**src/rtl/if_fetch.sv**
```systemverilog
// if_fetch: instruction-fetch stage sitting behind the PC generator.
//
// Takes {excepttype, ce, pc} from the PC stage and issues single-beat reads on
// an SRAM-like port (req / addr_ok / data_ok). It tracks up to DEPTH fetches
// in a ring, where each fetch is either in flight or buffered. Words come back
// in request order and are handed to decode as {excepttype, pc, inst} with a
// valid/ready handshake.
//
// Three pointers walk the ring:
//   wr   - next slot to allocate (advances on accept)
//   fill - oldest slot still waiting for its response word
//   rd   - queue head offered to decode
// On a flush the ring is emptied at once. Responses still owed by the memory
// are counted in discard_cnt and swallowed as they arrive.
//
// Optional build macro IF_ADEL_CHECK_EN: a misaligned pc (pc[1:0] != 0) is not
// sent to memory. It takes a slot that is complete on allocation, with
// excepttype[14] (AdEL on fetch) set and inst = 0, and it stays in program
// order behind earlier fetches.

module if_fetch #(
  parameter int DEPTH = 4,
  parameter int PTR_W = 2
) (
  input  logic        clk,
  input  logic        rst,
  input  logic        flush,
  input  logic [64:0] pc_to_ic_bus,
  output logic        pc_ready,
  output logic        inst_sram_req,
  output logic [31:0] inst_sram_addr,
  input  logic        inst_sram_addr_ok,
  input  logic        inst_sram_data_ok,
  input  logic [31:0] inst_sram_rdata,
  output logic        id_valid,
  input  logic        id_ready,
  output logic [95:0] ic_to_id_bus
);

  // Pointers and counters carry one extra bit so that full and empty differ.
  typedef logic [PTR_W:0]   ptr_t;
  typedef logic [PTR_W-1:0] idx_t;

  localparam ptr_t DEPTH_P = ptr_t'(DEPTH);
  localparam ptr_t ONE     = ptr_t'(1);
  localparam ptr_t ZERO    = ptr_t'(0);

  // Unpacked view of the PC-stage bus.
  logic [31:0] exc_in;
  logic        ce_in;
  logic [31:0] pc_in;

  assign exc_in = pc_to_ic_bus[64:33];
  assign ce_in  = pc_to_ic_bus[32];
  assign pc_in  = pc_to_ic_bus[31:0];

  // Ring state.
  ptr_t             wr_ptr;
  ptr_t             fill_ptr;
  ptr_t             rd_ptr;
  ptr_t             discard_cnt;
  logic [DEPTH-1:0] done;
  logic [31:0]      ent_exc  [DEPTH];
  logic [31:0]      ent_pc   [DEPTH];
  logic [31:0]      ent_inst [DEPTH];

  // Derived control.
  ptr_t occupancy;
  logic has_space;
  logic misaligned;
  logic req_raw;
  logic accept;
  logic adel_alloc;
  logic alloc;
  ptr_t fill_eff;
  ptr_t outstanding;
  logic fill_en;
  logic pop;
  ptr_t discard_flush;
  idx_t wr_idx;
  idx_t fill_idx;
  idx_t rd_idx;

  assign wr_idx   = wr_ptr[PTR_W-1:0];
  assign fill_idx = fill_eff[PTR_W-1:0];
  assign rd_idx   = rd_ptr[PTR_W-1:0];

  // Space is decided from registered pointers only, so a pop in this cycle
  // frees its slot one cycle later and no comb path runs from id_ready to req.
  assign occupancy = wr_ptr - rd_ptr;
  assign has_space = occupancy < DEPTH_P;

`ifdef IF_ADEL_CHECK_EN
  assign misaligned = |pc_in[1:0];
`else
  assign misaligned = 1'b0;
`endif

  // req_raw ignores flush. The flush bookkeeping needs to know whether the
  // memory may have taken a request in the flush cycle.
  assign req_raw        = ce_in & has_space & ~misaligned;
  assign inst_sram_req  = req_raw & ~flush & ~rst;
  assign inst_sram_addr = pc_in;
  assign accept         = inst_sram_req & inst_sram_addr_ok;

  // A misaligned pc takes a slot without a memory transaction.
  assign adel_alloc = ce_in & has_space & misaligned & ~flush & ~rst;
  assign alloc      = accept | adel_alloc;
  assign pc_ready   = alloc;

`ifdef IF_ADEL_CHECK_EN
  // Slots that complete on allocation can sit between fill and wr. Step
  // fill past them so a response always lands in the oldest slot still owed
  // a word, and count only the slots that are truly in flight.
  always_comb begin
    // NOTE: combinational logic uses blocking '=' and gives every output a
    // default first, so no path can leave a value held (which infers a latch).
    ptr_t scan;
    fill_eff    = fill_ptr;
    outstanding = ZERO;
    scan        = ZERO;
    for (int k = 0; k < DEPTH; k++) begin
      if (fill_eff != wr_ptr && done[fill_eff[PTR_W-1:0]]) begin
        fill_eff = fill_eff + ONE;
      end
    end
    for (int k = 0; k < DEPTH; k++) begin
      scan = fill_ptr + ptr_t'(k);
      if (ptr_t'(k) < (wr_ptr - fill_ptr) && !done[scan[PTR_W-1:0]]) begin
        outstanding = outstanding + ONE;
      end
    end
  end
`else
  // Every slot from fill up to wr is still waiting for memory.
  assign fill_eff    = fill_ptr;
  assign outstanding = wr_ptr - fill_ptr;
`endif

  // A response fills the oldest waiting slot unless it belongs to a fetch
  // killed by an earlier flush. A response in the flush cycle itself is
  // always dropped.
  assign fill_en = inst_sram_data_ok & (discard_cnt == ZERO) & ~flush;

  // In-flight responses left after a flush: those already being discarded,
  // plus every live fetch, plus a request the memory may take this cycle,
  // minus the one response arriving now. That response is either a discarded
  // one or the oldest live fetch.
  assign discard_flush = discard_cnt + outstanding
                       - {{PTR_W{1'b0}}, inst_sram_data_ok}
                       + {{PTR_W{1'b0}}, inst_sram_addr_ok & req_raw};

  // The head goes to decode only once its word is in. During a flush it is
  // hidden because it is about to be dropped.
  assign id_valid     = done[rd_idx] & (rd_ptr != wr_ptr) & ~flush;
  assign pop          = id_valid & id_ready;
  assign ic_to_id_bus = id_valid ? {ent_exc[rd_idx], ent_pc[rd_idx], ent_inst[rd_idx]}
                                 : 96'd0;

  // Pointer and discard-counter update. Flush takes priority over all else.
  always_ff @(posedge clk or posedge rst) begin
    // NOTE: sequential state uses non-blocking '<=' so every register samples
    // the values from before the edge, whatever the statement order.
    if (rst) begin
      wr_ptr      <= ZERO;
      fill_ptr    <= ZERO;
      rd_ptr      <= ZERO;
      discard_cnt <= ZERO;
    end else if (flush) begin
      wr_ptr      <= rd_ptr;
      fill_ptr    <= rd_ptr;
      discard_cnt <= discard_flush;
    end else begin
      if (alloc) begin
        wr_ptr <= wr_ptr + ONE;
      end
      fill_ptr <= fill_en ? fill_eff + ONE : fill_eff;
      if (pop) begin
        rd_ptr <= rd_ptr + ONE;
      end
      if (inst_sram_data_ok && discard_cnt != ZERO) begin
        discard_cnt <= discard_cnt - ONE;
      end
    end
  end

  // Completion flags: cleared on allocation (set at once for an AdEL slot),
  // set when the word arrives, and wiped by a flush.
  always_ff @(posedge clk or posedge rst) begin
    if (rst) begin
      done <= '0;
    end else if (flush) begin
      done <= '0;
    end else begin
      if (alloc) begin
        done[wr_idx] <= misaligned;
      end
      if (fill_en) begin
        done[fill_idx] <= 1'b1;
      end
    end
  end

  // Slot payload storage.
  always_ff @(posedge clk) begin
    // NOTE: the payload arrays have no reset. Nothing reads a slot until its
    // done flag, which is reset, is set, so resetting the data would only add
    // reset fan-out to a plain register file.
    if (alloc) begin
      ent_exc[wr_idx] <= misaligned ? (exc_in | 32'h0000_4000) : exc_in;
      ent_pc[wr_idx]  <= pc_in;
      if (misaligned) begin
        ent_inst[wr_idx] <= 32'd0;
      end
    end
    if (fill_en) begin
      ent_inst[fill_idx] <= inst_sram_rdata;
    end
  end

endmodule

```
**config.mk**
```make
export PLATFORM = sky130hd
export DESIGN_NAME = if_fetch
export DESIGN_NICKNAME = d
export VERILOG_FILES = /design/src/rtl/if_fetch.sv
export SDC_FILE = /design/constraint.sdc
export NUM_CORES = 1
export LEC_CHECK = 0
export CORE_MARGIN = 2
export CORE_UTILIZATION = 30
export CTS_BUF_LIST = sky130_fd_sc_hd__clkbuf_2 sky130_fd_sc_hd__clkbuf_4 sky130_fd_sc_hd__clkbuf_8
export CTS_CLUSTER_SIZE = 25
export DETAILED_ROUTE_END_ITERATION = 7
export HOLD_SLACK_MARGIN = 0.03
export PLACE_DENSITY = 0.57
export SYNTH_ARGS = -nofsm -noshare
export SYNTH_HDL_FRONTEND = slang
export SYNTH_SLANG_ARGS = --single-unit
```
**constraint.sdc**
```tcl
create_clock -name clk -period 11.6 [get_ports clk]
set_input_delay 1.74 -clock clk [delete_from_list [all_inputs] [get_ports clk]]
set_output_delay 1.74 -clock clk [all_outputs]
set_load 0.05 [all_outputs]
```
; ---- Yosys cells after proc, flatten, opt, wreduce, memory -nomap -nowiden
; Memory sizes are Yosys's and may differ from the RTL's.
; Cells that the tools add are included.
[op_classes]
add_sub_neg = 9
magnitude_cmp = 6
eq_ne = 1
muxes = 21
n_bitwise = 15
reduce_logical = 9
[op_table]
columns = cell, count
row1 = two-way mux 96 bit, 1
row2 = two-way mux 3 bit, 6
row3 = two-way mux 4 bit, 4
row4 = bitwise AND 1 bit, 10
row5 = "adder 3 x 1 -> 3 bit, second input constant", 3
row6 = "< comparator 2 x 3 -> 1 bit, second input constant", 3
row7 = two-way mux 1 bit, 7
row8 = nonzero test 2 bit, 3
row9 = subtractor 3 bit, 2
row10 = bitwise AND 4 bit, 1
row11 = demux 1 bit (select 2 bit), 2
row12 = ">= comparator 2 x 1 -> 1 bit, second input constant", 2
row13 = inverter 4 bit, 1
row14 = OR 4 bit, 1
row15 = adder 3 x 1 -> 3 bit, 1
row16 = adder 3 bit, 1
row17 = logical AND 1 bit, 3
row18 = zero test 3 bit, 1
row19 = "< comparator 3 bit, second input constant", 1
row20 = inequality test 3 bit, 1
row21 = nonzero test 3 bit, 1
row22 = subtractor 3 x 1 -> 3 bit, 1
row23 = "subtractor 3 x 1 -> 3 bit, second input constant", 1
row24 = binary-select mux 1 bit (select 2 bit), 1
row25 = other kinds (2), 3
[totals]
register_bits = 16
mem_bits_rw = 384
inputBits = 103
output_inout_bits = 131
word_cells = 69
n_memories = 3
[memory_table]
columns = name, words, width, rd, rd_clocked_by_memory_dff, write_ports, line
row1 = ent_exc, 4, 32, 1, 0, 1, 63  ; logic [31:0] ent_exc [DEPTH];
row2 = ent_inst, 4, 32, 1, 0, 1, 65  ; logic [31:0] ent_inst [DEPTH];
row3 = ent_pc, 4, 32, 1, 0, 1, 64  ; logic [31:0] ent_pc [DEPTH];

; ---- Longest topological paths before layout
; Gate-level depths: netlist of run 1.
[logic_depth]
depth_word = 11
mapped_depth = 15
ltp_nobuf = 12

; ---- Least setup slack after synthesis of run 1
; Ideal clock, no wire load.
[synth_path]
path_kind = register -> register
startpoint = register rd_ptr[1]
endpoint = memory ent_exc[3][0] (enable)
setup_time_ps = 565
arrival_ps = 6750
required_time_ps = 11035
slack_ps = 4285
path_stages_with_launch = 10
n_path_buf = 3
period_less_slack_ps = 7315
path_cell_list = dfrtp_1 > clkbuf_1 > clkbuf_1 > buf_2 > inv_1 > ha_1 > nor2b_1 > or3_4 > a211o_1 > nor3_1
[synth_between]
elab_chain_cells = 8
[synth_rtl]
columns = item, line
row1 = from (decl), 60  ; ptr_t rd_ptr;
row2 = from (signal assigned), 179  ; rd_ptr <= rd_ptr + ONE;
row3 = subtractor 3 bit, 90  ; assign occupancy = wr_ptr - rd_ptr;
row4 = < comparator 3 bit, 91  ; assign has_space = occupancy < DEPTH_P;
row5 = bitwise AND 1 bit, n/a
row6 = bitwise AND 1 bit (2 in a row), 102  ; assign inst_sram_req = req_raw & ~flush & ~rst;
row7 = bitwise AND 1 bit, 104  ; assign accept = inst_sram_req & inst_sram_addr_ok;
row8 = two-way mux 1 bit, 209  ; if (alloc) begin
row9 = two-way mux 1 bit, 210  ; ent_exc[wr_idx] <= misaligned ? (exc_in | 32'h0000_4000) : exc_in;
row10 = to (decl), 63
; No other way between the ends.

; ---- Worst setup path after layout of run 1
[layout_path]
startpoint = input port flush
endpoint = output port ic_to_id_bus[84]
[layout_between]
elab_chain_cells = 3
[layout_rtl]
columns = item, line
row1 = from (decl), 27  ; input logic flush,
row2 = inverter 1 bit (no line), n/a
row3 = bitwise AND 1 bit, 155  ; assign id_valid = done[rd_idx] & (rd_ptr != wr_ptr) & ~flush;
row4 = two-way mux 96 bit, 157  ; assign ic_to_id_bus = id_valid ? {ent_exc[rd_idx], ent_pc[rd_idx], ent_inst[rd_idx]}
row5 = to (decl), 37  ; output logic [95:0] ic_to_id_bus
; No other way between the ends.

==> results of run 1 <==
## critical path, cell delays in order
cell and delay, ns:
clkdlybuf4s50_1 0.73, clkinv_1 0.35, and3_4 0.92, and2_1 0.37, clkdlybuf4s50_1 0.85
## power by group through the flow
stage,registers (mW),clock network [mW],logic (mW)
final,1.68,1.26,0.596
after global routing,1.68,1.37,0.660
after CTS,1.68,1.31,0.617
after detailed placement,1.71,0,0.615
after global placement,1.71,0,0.609
after floorplan,1.68,0,0.461
## cells by family (layout without fill, tap and decap cells)
| family | count (synthesis) | after routing |
|---|---|---|
| AO/OA/AOI/OAI | 17 | 17 |
| XOR/XNOR | 12 | 12 |
| adder cells (fa/ha/maj) | 18 | 18 |
| buffers and inverters | 84 | 382 |
| flip-flops | 400 | 400 |
| multiplexers | 103 | 103 |
| AND/OR/NAND/NOR | 126 | 126 |
## worst min path at each step
stage | to | cells past startpoint
final | done[1]$_DFF_PP0_ | 1
after global routing | done[1]$_DFF_PP0_ | 1
after CTS | done[1]$_DFF_PP0_ | 1
after detailed placement | done[1]$_DFF_PP0_ | 1
after global placement | done[2]$_DFF_PP0_ | 1
after floorplan | done[2]$_DFF_PP0_ | 1
## per-stage QoR
| stage | cell area, sq um | setup WS, ns | util, % | cells |
|---|---|---|---|---|
| 4_1_cts | 20200 | 4.73 | 38.4 | 1746 |
| 5_1_grt | 20200 | 4.60 | 38.4 | 1746 |
| 2_1_floorplan | 15900 | 4.29 | - | 760 |
| 6_report | 20200 | 4.87 | 38.4 | 1746 |
| 3_3_place_gp | 18800 | 4.93 | 35.8 | 1624 |
| 3_5_place_dp | 18800 | 4.82 | 35.8 | 1624 |
## state kept, by name, indices dropped and copies added, names as in the netlist
name and flops:
wr_ptr 3, fill_eff 3, rd_ptr 3, done 4
discard_cnt 3, ent_exc 128, ent_inst 128, ent_pc 128
## per-layer routing
layer	part of all wire, %	vias up	routed length, um
met3	6.7	71	2290
met5	0.099	-	34
li1	-	3487	-
met4	2.3	6	806
met2	47	244	16100
met1	44	4057	15200
## placed cells by master, fill, tap and decap left out, types with 3 or more instances in the layout
cell             synthesis  layout
and2_1                  99      96
a31o_2                   3       3
dfrtp_1                 16      14
mux2_2                   4       4
clkdlybuf4s50_1          0     233
and2_2                   0       3
clkbuf_4                 0      22
buf_4                   32       9
clkinv_1                 1      14
edfxtp_1               384     384
xnor2_1                 11      11
clkinvlp_4               0       3
inv_1                   17      14
nand2_1                 11      11
ha_1                    13      13
clkinv_2                 0      10
o21ai_0                  5       5
clkbuf_8                 0      74
fa_1                     5       5
a21oi_1                  4       4
nand3_1                  3       3
mux4_2                  97      97
## cell type report
cell class | instances | share of cell area [%]
tap | 688 | 4.27
clock inverter | 26 | 0.869
inverter | 18 | 0.354
multi-input combinational | 276 | 17.5
timing repair buffer | 242 | 11.9
clock buffer | 96 | 5.87
sequential | 400 | 59.2
==> impl_metrics.json, run 1 <==
{
  "status": "complete, no violations",
  "p_int_mw": 2.63,
  "grt-busiest-layer": "met2",
  "yosysTopAreaCellShare_pct": 72.6,
  "endpoint": "ic_to_id_bus[84]",
  "grt_pass1_wl_mm": 51.1,
  "p_sw_share_pct": 25.5,
  "hold_viol_final": 0,
  "synthesis.nets": 881,
  "area.sequential_sq_mm": 0.0119,
  "clockBufferDepth": 3,
  "setup_viol": 0,
  "coreArea_sq_mm": 0.0524,
  "synthCells": 760,
  "tns_ns": 0,
  "finalCritPeriodShare_pct": 58.0,
  "slew-limit-headroom_pct": 31.7,
  "final_nets": 1129,
  "yosysWarnings": 0,
  "total_power_mw": 3.53,
  "hold_start": "done[1]$_DFF_PP0_",
  "r2r-end": "ent_pc[3][18]$_DFFE_PP_",
  "grt_pass1_vias": 8522,
  "grt_util_met2_pct": 20.1,
  "row_count": 84,
  "rsz0062_at_grt": "false",
  "post-route-drc-count": 0,
  "multi_input_area_sq_mm": 0.00353,
  "root_buffer": "clkbuf_8",
  "r2r_slack_ns": 7.78,
  "pwr-share-seq_pct": 47.5,
  "met3_usage_pct": 4.27,
  "yosys.area_share.xor_xnor_pct": 0.661,
  "dp_hpwl_mm": 19.3,
  "track_usage_pct": 12.7,
  "p_clk_share_pct": 35.7,
  "worst_clock_skew_ns": 0.0168,
  "synthMostInstantiatedCell": "edfxtp_1",
  "drive_above_1_share_pct": 22.3,
  "yosysTopAreaCell": "edfxtp_1",
  "path_clk_slew_ns": 0.05,
  "numPortBuffers": 233,
  "synthAdderAreaFrac_pct": 1.65,
  "die_w_um": 234,
  "grt_overflow": 0,
  "p_sw_mw": 0.899,
  "grt_max_degree": 100,
  "synth_edf_count": 384,
  "syn_area_sq_mm": 0.0159,
  "yosysUniqueCellTypes": 35,
  "cp.required_ns": 9.86,
  "cp-start-kind": "input pin",
  "arrival_ns": 4.99,
  "hold_buffers": 0,
  "diodes": 0,
  "first_pass_iters": 4,
  "io_pins": 234,
  "maxSlewViolCount": 0,
  "post_drt_wl_per_cell_um": 19.7,
  "max_freq_mhz": 149,
  "area_growth_pct": 26.8,
  "max_cap_violations": 0,
  "worst_pin_slew_ns": 1.02,
  "ys_seq_area_share_pct": 75.1,
  "h-tree-depth": 3,
  "rr_worst_depth": 8,
  "vias": 7865,
  "synth-seq-cells": 400,
  "synth.top_cells.by_count": "edfxtp_1 (384), and2_1 (99), mux4_2 (97)",
  "fin_crit_ns": 6.73,
  "synth_top_family_by_area": "multiplexers",
  "wl_mm": 34.4,
  "drt_first_iter_violations": 377,
  "place_congestion": 0.694,
  "synth_flop_cell": "edfxtp_1",
  "vdd_drop_max_v": 0.0000801,
  "die_h_um": 234,
  "start_util_pct": 30.3,
  "power-per-cell-area_mw_per_mm2": 175,
  "hp-class": "flop to flop",
  "postRouteAntennaNets": 0,
  "synth_area_per_cell_sq_um": 20.9,
  "endpoint_kind": "primary output",
  "crit_start": "flush",
  "synth_mux_area_share_pct": 14.2,
  "synth-compound-area-share_pct": 0.819,
  "cts_resized": 0,
  "met1_usage_pct": 16.5,
  "worst-path-max-fanout": 99,
  "p_leak_nw": 6.45,
  "numCtsBuffers": 70,
  "fillers": 4779,
  "fin_hold_ws_ns": 0.525,
  "async_flop_share_pct": 4.00,
  "rr_startpoint": "rd_ptr[1]$_DFFE_PP0P_",
  "critPathKind": "input pin to primary output",
  "dieArea_sq_mm": 0.0548,
  "cts_tree": "built",
  "p_comb_share_pct": 16.9,
  "synth_simple_gate_area_share_pct": 4.76,
  "antenna_found_initial": 3,
  "clock_latency_ns": 0.62,
  "clock_sinks": 400,
  "viasPerCell": 4.50,
  "synth.area.top_cells": "edfxtp_1 (73%), mux4_2 (14%), and2_1 (3.9%)",
  "post-cts-setup-buffer-count": 0
}
Power figures use the tool's default switching activity.
==> run 2, diff against run 1 <==
==> constraint.sdc (replaced) <==
create_clock -name clk -period 6.7 [get_ports clk]
set_input_delay 1.005 -clock clk [delete_from_list [all_inputs] [get_ports clk]]
set_output_delay 1.005 -clock clk [all_outputs]
set_load 0.05 [all_outputs]
==> impl_metrics.json, run 2 (synthesis gave the netlist of run 1 again) <==
{
  "status": "complete, no violations",
  "wl_mm": 34.0,
  "vdd_drop_max_v": 0.000143,
  "grt_max_degree": 100,
  "clock_latency_ns": 0.62,
  "row_count": 84,
  "hold-path-endpoint": "done[1]$_DFF_PP0_",
  "viasPerCell": 4.47,
  "clockBufferDepth": 3,
  "tns_ns": 0,
  "maxSlewViolCount": 0,
  "cp.required_ns": 5.69,
  "grt_util_met2_pct": 19.3,
  "r2r_slack_ns": 3.14,
  "worst_path_max_delay_cell": "clkdlybuf4s50_1",
  "die_h_um": 234,
  "grt-busiest-layer": "met2",
  "die_w_um": 234,
  "root_buffer": "clkbuf_8",
  "multi_input_area_sq_mm": 0.00353,
  "met3_usage_pct": 3.88,
  "slew-limit-headroom_pct": 33.5,
  "finalCritPeriodShare_pct": 75.2,
  "postRouteAntennaNets": 0,
  "numCtsBuffers": 72,
  "hold_viol_final": 0,
  "top_regs": "ent_exc (128), ent_inst (128), ent_pc (128)",
  "rsz0062_at_grt": "false",
  "critPathKind": "flop to primary output",
  "cp-start-kind": "flop",
  "slowest_delay_ns": 0.85,
  "cp_cell_sequence": "buf_4 > mux4_2 > and3_4 > and2_1 > clkdlybuf4s50_1",
  "worst_clock_skew_ns": 0.0171,
  "rr_startpoint": "rd_ptr[0]$_DFFE_PP0P_",
  "dp_slack_ns": 1.77,
  "hold_buffers": 0,
  "hold_start": "done[1]$_DFF_PP0_",
  "vias": 7850,
  "cts_resized": 0,
  "area_growth_pct": 26.9,
  "fillers": 4842,
  "first_pass_iters": 4,
  "io_pins": 234,
  "grt_overflow": 0,
  "max_freq_mhz": 199,
  "hp-class": "flop to flop",
  "setup_viol": 0,
  "path_clk_slew_ns": 0.05,
  "worst-path-max-fanout": 99,
  "post-route-drc-count": 0,
  "cts_tree": "built",
  "endpoint_kind": "primary output",
  "numPortBuffers": 233,
  "drt_first_iter_violations": 427,
  "track_usage_pct": 12.6,
  "dp_hpwl_mm": 19.9,
  "post-cts-setup-buffer-count": 0,
  "max_cap_violations": 0,
  "r2r-end": "ent_exc[1][19]$_DFFE_PP_",
  "final_cell_mix": "edfxtp_1 (384), clkdlybuf4s50_1 (233), mux4_2 (97), and2_1 (96), clkbuf_8 (74)",
  "p_leak_nw": 6.46,
  "grt_pass1_vias": 8414,
  "dieArea_sq_mm": 0.0548,
  "clock_sinks": 400,
  "drive_above_1_share_pct": 22.3,
  "start_util_pct": 30.3,
  "met1_usage_pct": 16.8,
  "worst_pin_slew_ns": 0.997,
  "post_drt_wl_per_cell_um": 19.4,
  "layout_commonest_cell": "edfxtp_1",
  "h-tree-depth": 3,
  "area.sequential_sq_mm": 0.0119,
  "rr_worst_depth": 7,
  "setup_slack_ns": 1.66,
  "place_congestion": 0.691,
  "final_nets": 1134,
  "power-per-cell-area_mw_per_mm2": 301,
  "arrival_ns": 4.03,
  "coreArea_sq_mm": 0.0524,
  "fin_crit_ns": 5.04,
  "grt_pass1_wl_mm": 50.8,
  "holdPathStages": 1,
  "antenna_found_initial": 3
}
run 2: cell count changes in the layout (fill, tap and decap cells not counted), sizes merged:
cell    delta
clkinv    +11
clkbuf     -6
buf        +3
diode      +3
bufinv     -1
run 2: per-stage QoR:
stage,hold WS [ns],instances,power [mW],utilization (%),instance area (sq um)
floorplan,0.485,760,3.70,-,15900
global placement,0.500,1627,4.03,35.9,18800
detailed placement,0.503,1627,4.04,35.9,18800
CTS,0.516,1753,6.21,38.4,20200
global route,0.528,1753,6.40,38.4,20200
finish,0.519,1756,6.08,38.5,20200
run 2: cell type report:
| cell class | count | share of cell area (%) |
|---|---|---|
| diodes | 3 | 0.0372 |
| clock buffers | 90 | 5.65 |
| clock inverters | 36 | 0.962 |
| inverters | 18 | 0.354 |
| multi-input cells | 276 | 17.5 |
| flip-flops and latches | 400 | 59.2 |
| well taps | 688 | 4.27 |
| repair buffers | 245 | 12.0 |
run 2: per-layer routing:
layer | part of all wire (%) | vias to the layer above
li1 | - | 3508
met1 | 44 | 4021
met2 | 46 | 266
met3 | 7.7 | 51
met4 | 1.9 | 4
met5 | 0.068 | -
run 2: how the worst max path moves through the flow:
stage / endpoint / start / slack, ns
5_1_grt: ic_to_id_bus[36] / rd_ptr[0]$_DFFE_PP0P_ / 1.35
6_report: ic_to_id_bus[36] / rd_ptr[1]$_DFFE_PP0P_ / 1.66
4_1_cts: ic_to_id_bus[36] / rd_ptr[1]$_DFFE_PP0P_ / 1.42
3_5_place_dp: ic_to_id_bus[36] / flush / 1.77
3_3_place_gp: ic_to_id_bus[36] / flush / 1.85
2_1_floorplan: ent_exc[3][0]$_DFFE_PP_ / rd_ptr[1]$_DFFE_PP0P_ / 1.36
run 2: report_power, final:
group | internal, mW | switching [mW]
Clock | 1.15 | 0.975
Sequential | 2.83 | 0.0751
Combinational | 0.510 | 0.537
Total | 4.49 | 1.59
run 2: worst max-delay path: cells and delay by family (launching register included):
family | cells | cell delay (ns)
buffers and inverters | 2 | 1.50
and+or+nand+nor | 2 | 1.09
DFF | 1 | 0.41
muxes | 1 | 0.36
==> run 3, diff against run 2 <==
--- a/config.mk
+++ b/config.mk
@@ -11,7 +11,7 @@
 export CTS_CLUSTER_SIZE = 25
 export DETAILED_ROUTE_END_ITERATION = 7
 export HOLD_SLACK_MARGIN = 0.03
-export PLACE_DENSITY = 0.57
+export PLACE_DENSITY = 0.59
 export SYNTH_ARGS = -nofsm -noshare
 export SYNTH_HDL_FRONTEND = slang
 export SYNTH_SLANG_ARGS = --single-unit
==> constraint.sdc (replaced) <==
create_clock -name clk -period 4.2 [get_ports clk]
set_input_delay 0.63 -clock clk [delete_from_list [all_inputs] [get_ports clk]]
set_output_delay 0.63 -clock clk [all_outputs]
set_load 0.05 [all_outputs]
==> impl_metrics.json, run 3 (synthesis gave the netlist of run 1 again) <==
{
  "status": "complete, no violations",
  "worst_pin_slew_ns": 0.882,
  "max_cap_violations": 0,
  "first_pass_iters": 4,
  "row_count": 84,
  "worst_clock_skew_ns": 0.0220,
  "place_congestion": 0.670,
  "maxSlewViolCount": 0,
  "finalCritPeriodShare_pct": 92.0,
  "arrival_ns": 3.24,
  "rsz0062_at_grt": "false",
  "track_usage_pct": 13.0,
  "met3_usage_pct": 5.17,
  "post_drt_wl_per_cell_um": 19.8,
  "post-route-drc-count": 0,
  "hp-class": "flop to flop",
  "antenna_found_initial": 2,
  "die_w_um": 234,
  "grt_max_degree": 101,
  "total_power_mw": 9.90,
  "fin_crit_ns": 3.87,
  "p_int_mw": 7.41,
  "p_sw_mw": 2.48,
  "wl_mm": 34.8,
  "final_nets": 1145,
  "numPortBuffers": 233,
  "hold_buffers": 0,
  "diodes": 0,
  "slew-limit-headroom_pct": 41.2,
  "viasPerCell": 4.48,
  "numCtsBuffers": 72,
  "grt_pass1_wl_mm": 52.3,
  "vdd_drop_max_v": 0.000291,
  "grt-busiest-layer": "met2",
  "p_comb_share_pct": 18.3,
  "drt_first_iter_violations": 410,
  "cp.required_ns": 3.57,
  "cts_resized": 0,
  "h-tree-depth": 3,
  "grt_overflow": 0,
  "grt_pass1_vias": 8773,
  "critPathKind": "flop to primary output",
  "p_leak_nw": 7.01,
  "fillers": 4684,
  "p_sw_share_pct": 25.1,
  "start_util_pct": 30.3,
  "top_regs": "ent_exc (128), ent_inst (128), ent_pc (128)",
  "hold_viol_final": 0,
  "vias": 7865,
  "grt_util_met2_pct": 21.1,
  "power-per-cell-area_mw_per_mm2": 463,
  "post-cts-setup-buffer-count": 0,
  "met1_usage_pct": 15.6,
  "dp_hpwl_mm": 20.7,
  "coreArea_sq_mm": 0.0524,
  "rr_worst_depth": 11,
  "max_freq_mhz": 259,
  "path_clk_slew_ns": 0.05,
  "endpoint_kind": "primary output",
  "clockBufferDepth": 3,
  "dieArea_sq_mm": 0.0548,
  "io_pins": 234,
  "clock_sinks": 400,
  "postRouteAntennaNets": 0,
  "cts_tree": "built",
  "tns_ns": 0,
  "layout_commonest_cell": "edfxtp_1",
  "p_clk_share_pct": 35.6,
  "pwr-share-seq_pct": 46.2,
  "worst-path-max-fanout": 5,
  "final_cell_mix": "edfxtp_1 (384), clkdlybuf4s50_1 (136), buf_12 (105), mux4_2 (97), and2_1 (96)",
  "die_h_um": 234,
  "drive_above_1_share_pct": 32.6,
  "root_buffer": "clkbuf_8",
  "cp-start-kind": "flop",
  "setup_viol": 0,
  "clock_latency_ns": 0.62,
  "area_growth_pct": 34.4,
  "holdPathStages": 1
}
## run 3: cell count changes in the layout (fill, tap and decap cells not counted), sizes merged
cell           delta
buf             +108
bufinv            +2
clkbuf            +3
clkdlybuf4s50    -97
clkinv           -14
clkinvlp          +1
diode             -3
## run 3: final timing paths
kind / from / end / slack, ns
setup / recovery: wr_ptr[1]$_DFFE_PP0P_ / inst_sram_req / 0.33
hold / removal: done[2]$_DFF_PP0_ / done[2]$_DFF_PP0_ / 0.53
setup reg to reg: wr_ptr[1]$_DFFE_PP0P_ / discard_cnt[2]$_DFFE_PP0P_ / 1.07
hold reg to reg: done[2]$_DFF_PP0_ / done[2]$_DFF_PP0_ / 0.53
max in group asynchronous: rst / rd_ptr[1]$_DFFE_PP0P_ / 3.13
min in group asynchronous: rst / fill_eff[2]$_DFFE_PP0P_ / 0.56
## run 3: through the flow
| step | hold slack (ns) | cell area (sq um) | worst slack [ns] | std cells | utilization, % |
|---|---|---|---|---|---|
| global placement | 0.500 | 20000 | 0.406 | 1638 | 38.1 |
| global route | 0.552 | 21400 | 0.191 | 1756 | 40.7 |
| detailed placement | 0.506 | 20000 | 0.343 | 1638 | 38.1 |
| CTS | 0.505 | 21400 | 0.237 | 1756 | 40.7 |
| floorplan | 0.485 | 15900 | 0.103 | 760 | - |
| finish | 0.526 | 21400 | 0.334 | 1756 | 40.7 |
## run 3: worst max-delay path: stages (launching register included)
cell and delay [ns]:
dfrtp_1 0.47, ha_1 0.34, nor2b_1 0.14, or3_4 0.37, a211o_1 0.36, nor2_1 0.11
clkdlybuf4s50_1 0.82
## run 3: area by class of cell
cell class                      instances  area [sq um]  share of cell area [%]
Sequential cell                       400         11900                    55.9
Timing Repair Buffer                  256          3580                    16.7
Multi-Input combinational cell        276          3530                    16.5
Clock buffer                           93          1170                    5.50
Tap cell                              688           861                    4.03
Clock inverter                         25           196                   0.920
Inverter                               18          78.8                   0.369
## run 3: routing by layer
metal | up-vias | share of wire, %
met5 | - | 0.066
met4 | 4 | 1.7
met3 | 43 | 9.4
met2 | 254 | 48
met1 | 4042 | 41
li1 | 3522 | -
## run 3: power by group through the flow
stage | sequential (mW) | combinational (mW) | clock, mW
after detailed placement | 4.65 | 1.86 | 0
after global routing | 4.58 | 1.99 | 3.84
final | 4.57 | 1.81 | 3.52
after floorplan | 4.63 | 1.28 | 0
after CTS | 4.57 | 1.87 | 3.68
after global placement | 4.65 | 1.83 | 0
